<file path="config.mk">
export PLATFORM = sky130hd
export DESIGN_NAME = ifu_fetch
export DESIGN_NICKNAME = d
export VERILOG_FILES = /design/src/rtl/ifu_fetch.sv
export SDC_FILE = /design/constraint.sdc
export NUM_CORES = 1
export LEC_CHECK = 0
export CORE_UTILIZATION = 25
export CTS_CLUSTER_DIAMETER = 200
export DETAILED_ROUTE_END_ITERATION = 10
export HOLD_SLACK_MARGIN = 0.12
export REMOVE_ABC_BUFFERS = 1
export SYNTH_ARGS = -nofsm -noshare
export SYNTH_HDL_FRONTEND = slang
export SYNTH_SLANG_ARGS = --single-unit
</file>
<file path="constraint.sdc">
create_clock -name clk -period 1.9 [get_ports clk]
set_input_delay 0.38 -clock clk [delete_from_list [all_inputs] [get_ports clk]]
set_output_delay 0.38 -clock clk [all_outputs]
set_load 0.02 [all_outputs]
</file>
<file path="src/rtl/ifu_fetch.sv">
// Instruction fetch unit: owns the PC, issues one memory read at a time and holds each word for decode.
// Optional misaligned-PC fault reporting is enabled by defining IFU_MISALIGN_CHK_EN.
`ifndef INSTR_WIDTH
`define INSTR_WIDTH 32
`endif

module ifu_fetch #(
    parameter int unsigned       ADDR_W   = 32,
    parameter int unsigned       INSTR_W  = `INSTR_WIDTH,
    parameter logic [ADDR_W-1:0] RESET_PC = 32'h8000_0000
) (
    input  logic               clk,
    input  logic               rst_n,
    output logic               mem_req_valid,
    input  logic               mem_req_ready,
    output logic [ADDR_W-1:0]  mem_req_addr,
    input  logic               mem_rsp_valid,
    input  logic [INSTR_W-1:0] mem_rsp_data,
    input  logic               mem_rsp_err,
    output logic               out_valid,
    input  logic               out_ready,
    output logic [INSTR_W-1:0] out_instr,
    output logic [ADDR_W-1:0]  out_pc,
    output logic               out_err,
    input  logic               redirect_valid,
    input  logic [ADDR_W-1:0]  redirect_pc
);

    localparam logic [INSTR_W-1:0] NOP_INSTR = INSTR_W'(32'h0000_0013);

    typedef enum logic [1:0] {
        S_REQ,
        S_WAIT,
        S_HOLD
    } state_t;

    state_t              state_q;
    logic [ADDR_W-1:0]   pc_q;
    logic                drop_rsp_q;
    logic                out_valid_q;
    logic [INSTR_W-1:0]  out_instr_q;
    logic [ADDR_W-1:0]   out_pc_q;
    logic                out_err_q;
    logic [ADDR_W-1:0]   pc_inc;
    logic                misaligned;
    logic                req_fire;

    assign pc_inc = pc_q + ADDR_W'(4);

`ifdef IFU_MISALIGN_CHK_EN
    assign misaligned = |pc_q[1:0];
`else
    assign misaligned = 1'b0;
`endif

    // Request is suppressed while reset is asserted and for a misaligned PC.
    assign mem_req_valid = rst_n && (state_q == S_REQ) && !misaligned;
    assign mem_req_addr  = pc_q;
    assign req_fire      = mem_req_valid && mem_req_ready;

    assign out_valid = out_valid_q;
    assign out_instr = out_instr_q;
    assign out_pc    = out_pc_q;
    assign out_err   = out_err_q;

    always_ff @(posedge clk) begin
        if (!rst_n) begin
            state_q     <= S_REQ;
            pc_q        <= RESET_PC;
            drop_rsp_q  <= 1'b0;
            out_valid_q <= 1'b0;
            out_instr_q <= NOP_INSTR;
            out_pc_q    <= '0;
            out_err_q   <= 1'b0;
        end else begin
            case (state_q)
                S_REQ: begin
                    if (redirect_valid) begin
                        pc_q <= redirect_pc;
                        // An accepted request still returns a response that must be discarded.
                        if (req_fire) begin
                            state_q    <= S_WAIT;
                            drop_rsp_q <= 1'b1;
                        end
                    end else if (misaligned) begin
                        state_q     <= S_HOLD;
                        out_valid_q <= 1'b1;
                        out_instr_q <= '0;
                        out_pc_q    <= pc_q;
                        out_err_q   <= 1'b1;
                    end else if (req_fire) begin
                        state_q <= S_WAIT;
                    end
                end

                S_WAIT: begin
                    if (mem_rsp_valid) begin
                        if (drop_rsp_q || redirect_valid) begin
                            drop_rsp_q <= 1'b0;
                            state_q    <= S_REQ;
                            if (redirect_valid) begin
                                pc_q <= redirect_pc;
                            end
                        end else begin
                            state_q     <= S_HOLD;
                            out_valid_q <= 1'b1;
                            out_instr_q <= mem_rsp_data;
                            out_pc_q    <= pc_q;
                            out_err_q   <= mem_rsp_err;
                        end
                    end else if (redirect_valid) begin
                        pc_q       <= redirect_pc;
                        drop_rsp_q <= 1'b1;
                    end
                end

                S_HOLD: begin
                    if (out_ready || redirect_valid) begin
                        out_valid_q <= 1'b0;
                        state_q     <= S_REQ;
                        pc_q        <= redirect_valid ? redirect_pc : pc_inc;
                    end
                end

                default: begin
                    state_q <= S_REQ;
                end
            endcase
        end
    end

endmodule
</file>
After elaboration in Yosys (flattened, before gate mapping)
Index checks and enable logic that the tools add are counted.

storage, ports and cells
  flip-flop bits (word level) = 101
  input bits = 71
  output and inout port bits = 99
  word-level logic and storage cells = 52

cells by class
  add/sub/neg operators = 1
  equality and inequality tests = 9
  multiplexer cells = 21
  bitwise operators = 1
  reductions and logical operators = 13

operators with widths
  operator                                        number
  two-way mux 32 bit                              5
  one-hot mux 32 bit (3 select lines)             1
  adder 32 x 3 -> 32 bit (second input constant)  1
  != test 2 bit (second input constant)           5
  AND reduction 3 bit                             3
  two-way mux 1 bit                               8
  two-way mux 2 bit                               4
  != test 3 bit (second input constant)           2
  one-hot mux 2 bit (3 select lines)              1
  AND reduction 5 bit                             1
  one-hot mux 1 bit (2 select lines)              2
  AND reduction 4 bit                             1
  nonzero test 2 bit                              2
  nonzero test 3 bit                              1
  == test 2 x 1 -> 1 bit (second input constant)  1
  == test 2 bit (second input constant)           1
  logical AND 1 bit                               2
  zero test 2 bit                                 1
  logical OR 1 bit                                2
  inverter 1 bit                                  1

Depth between registers and ports, before layout
  depth in word-level cells = 6
  depth in mapped cells = 9
  depth with buffers taken out = 6

Least setup slack after synthesis
OpenSTA, ideal clock, no wires.

  path type = reg2reg
  start = reg pc_q[15], in the netlist mem_req_addr[15]
  end = reg pc_q[27], in the netlist mem_req_addr[27]
  setup time = 118 ps
  data arrival time = 1,899 ps
  data required time = 1,782 ps
  path slack = -117 ps
  stages on the path, launching flop included = 7
  path buffers = 1
  period minus slack after synthesis = 2,017 ps
  cell sequence = dfxtp_1 -> buf_2 -> nand3_1 -> or4_4 -> nor4_4 -> mux2i_1 -> o2bb2ai_2

between the ends
  word-level cells in the longest chain between the ends = 4

ends and longest elaborated chain
  element                              RTL line  source
  start, declared                      38        logic [ADDR_W-1:0] pc_q;
  start signal, assigned               79        pc_q <= redirect_pc;
  start signal, assigned               102       pc_q <= redirect_pc;
  start signal, assigned               112       pc_q <= redirect_pc;
  adder 32 x 3 -> 32 bit               48        assign pc_inc = pc_q + ADDR_W'(4);
  two-way mux 32 bit                   121       pc_q <= redirect_valid ? redirect_pc : pc_inc;
  two-way mux 32 bit                   118       if (out_ready || redirect_valid) begin
  one-hot mux 32 bit (3 select lines)  76        case (state_q)

No other way between the ends. The select of a mux whose other input is x is not followed.
A chain may end at the register's enable or synchronous reset.

Worst setup path in the final report
  start = reg pc_q[2], in the netlist mem_req_addr[2]
  end = reg pc_q[27], in the netlist mem_req_addr[27]

Same word-level chain as after synthesis.

==> reports/metrics.cfg <==
[setup_path]
reg2regPathDepth = 6
worstSetupEndpointType = register
critical_path_class = reg -> reg
cp-startpoint = mem_req_addr[2]$_SDFFE_PN0P_
r2r-start = mem_req_addr[2]$_SDFFE_PN0P_
path_max_fanout = 6
r2r_slack_ns = 0.03
required_ns = 2.15
critPathLaunchType = register
cp.arrival_ns = 2.11

[clocking]
clkTransAtPathRegs_ns = 0.07
cts_num_sinks = 101
cts_made_buffers = 9
cts_tree = yes
insertion_delay_ns = 0.35
cts_hold_buffers = 0
post_cts_buffers = 0
h-tree-depth = 3
clk_path_buf_depth = 2
cts-root-buf = clkbuf_16

[die]
row_count = 49
die_w_um = 138
die_h_um = 138
core_mm2 = 0.0180
die_area_mm2 = 0.0189
ios = 170
start_util = 0.256

[detailed_routing]
wl_per_cell_um = 14.9
drt_iter0_markers = 248
dr_total_vias = 4854
viasPerCell = 4.68
routed_wl_mm = 15.5
drtPass1Iterations = 4
route.detailed.drc = 0
ant_nets = 0

[finish]
final_core_util = 0.414
drive_gt1_frac = 0.134
multi_input_area_mm2 = 0.00241
regArea_mm2 = 0.00202
postLayoutCellArea_mm2 = 0.00743
diodes = 0
syn_to_final_growth_pct = 61.8
fillers = 1830
layout.nets = 875

[placement]
dpl.hpwl_mm = 11.2
placed_cell_area_mm2 = 0.00704
port_buffers = 169
place.gp.congestion = 0.812
post-place-ws_ns = -0.207

[timing]
fin_crit_sh = 0.983
fin_crit_ns = 1.87
finalSetupViolations = 0
report.final.slew_viol_count = 0
clock_skew_ns = 0.00685
timing.fmax_mhz = 535
fin_ws_ns = 0.0321
tightest_slew_ns = 0.400
slew_headroom = 0.732
finalHoldViolations = 0
finalSetupTns_ns = 0

[global_route]
antenna_found_initial = 0
grt_max_degree = 44
grt-ovfl-total = 0
grt_pass1_vias = 4488
grt_pass1_wl_mm = 23.7
grt_util_all_layers = 0.163

[yosys]
synthArstFlopShare = 0
synth-seq-area-share = 0.440
syn_area_mm2 = 0.00459
synth-seq-cells = 101
ys_types = 58
yosysWarnings = 0
syn_inst = 599
syn_area_per_cell_um2 = 7.66
synth_edf_count = 0
ys.flop_type = dfxtp_1

[job]
drv_cap = 0

[outcome]
status = finished clean

[min_path]
hp-start = out_err$_SDFFE_PN0P_
hold_path_class = reg -> reg
whs_path_depth = 2

[pwr]
cellPowerDensity_mw_per_mm2 = 698
peakVddDrop_mv = 0.420
p_leak_uw = 0.00280

[path summary, 6_finish.rpt]
kind | end
worst max-delay path | mem_req_addr[27]$_SDFFE_PN0P_
worst min register to register | out_err$_SDFFE_PN0P_
worst min-delay path | out_err$_SDFFE_PN0P_
worst max register to register | mem_req_addr[27]$_SDFFE_PN0P_
[stage by stage]
step                      total power [µW]  hold WS (ns)  instances
after floorplan                       2580         0.451        552
after global placement                3070         0.441       1021
final                                 5190         0.452       1037
after CTS                             5270         0.455       1037
after global routing                  5430         0.472       1037
after detailed placement              3070         0.445       1021
[kinds of logic (layout without fill, tap and decap cells)]
logic type / Yosys count / in the layout / synth area share
simple gates: 289 / 289 / 0.300
compound gates: 151 / 151 / 0.197
buf+inv: 49 / 258 / 0.0428
fa+ha+maj: 1 / 1 / 0.00273
flops: 101 / 101 / 0.440
mux: 8 / 8 / 0.0180
[flip-flops by register name, indices dropped and copies added, names as in the netlist]
register      cells
drop_rsp_q        1
out_pc           32
out_valid         1
mem_req_addr     32
state_q           2
out_err           1
out_instr        32
[critical path, cell delays in order, from the launching register on]
cell and delay (ns):
dfxtp_1 0.34, buf_4 0.14, nand2_1 0.09, or4_4 0.53, nor4_4 0.31, mux2i_1 0.26, o2bb2ai_2 0.08
[synthesized netlist by cell type, types with 2 or more instances]
library cell  number  area share
nand3_1           24       0.026
and2_1             8       0.011
nor4_1             2      0.0027
a21oi_1           88       0.096
and4_1             6       0.011
o22ai_1            4      0.0055
a22o_1             3      0.0057
nand2_1          171        0.14
nor2_1            27       0.022
o21ai_0           16       0.017
a22oi_1            4      0.0065
dfxtp_1          101        0.44
o2bb2ai_1          4      0.0076
nand2b_1           4      0.0055
o31ai_1            2      0.0033
nor4_2             3      0.0082
clkbuf_1          35       0.029
o221a_2            2      0.0049
a41oi_1            2      0.0038
nor3b_1            3      0.0049
nor2b_1            6      0.0082
nor3_1             7      0.0076
buf_1              2      0.0016
o21a_1             3      0.0049
nand4b_1           2      0.0038
nor4b_1            3      0.0057
mux2i_1            6       0.013
nand4_1            8       0.011
o21ai_1            3      0.0033
o31a_1             4      0.0076
and3_1             4      0.0055
a31oi_1            5      0.0068
buf_2             10       0.011
or3_1              2      0.0027
nand3b_1           2      0.0033
[cell usage in the layout, fill, tap and decap left out, types with 8 or more instances in the layout]
cell type,n
buf_12,9
buf_4,62
a21oi_1,88
nor2_1,27
dfxtp_1,99
clkdlybuf4s50_1,157
nand4_1,8
and2_1,8
nand3_1,24
clkbuf_16,9
o21ai_0,15
nand2_1,171
[layer usage]
layer,GRT usage,part of all wire,up-vias
met5,0,0,-
li1,-,-,2492
met3,0.0342,0.060,12
met1,0.213,0.46,2225
met2,0.265,0.47,125
met4,0.0525,0.010,0
[report_power, final]
part | switching, µW | internal [µW] | leakage (µW) | total [µW]
logic | 369 | 405 | 0.00182 | 774
registers | 54.0 | 2190 | 0.000823 | 2240
clock network | 851 | 1320 | 0.000165 | 2170
total | 1270 | 3910 | 0.00280 | 5190
[area by class of cell]
cell class | count | share of cell area
Clock buffer | 10 | 0.0322
Clock inverter | 6 | 0.0148
Inverter | 2 | 0.00101
Multi-Input combinational cell | 449 | 0.325
Sequential cell | 101 | 0.272
Tap cell | 229 | 0.0386
Timing Repair Buffer | 240 | 0.316
[timing repair]
item                                   CTS  global route
gates cloned                             0             0
endpoints found under the hold margin    0             0
resized for setup                        5            14
setup endpoints to repair                5            17
Note: power is estimated with default switching activity, not from simulation.
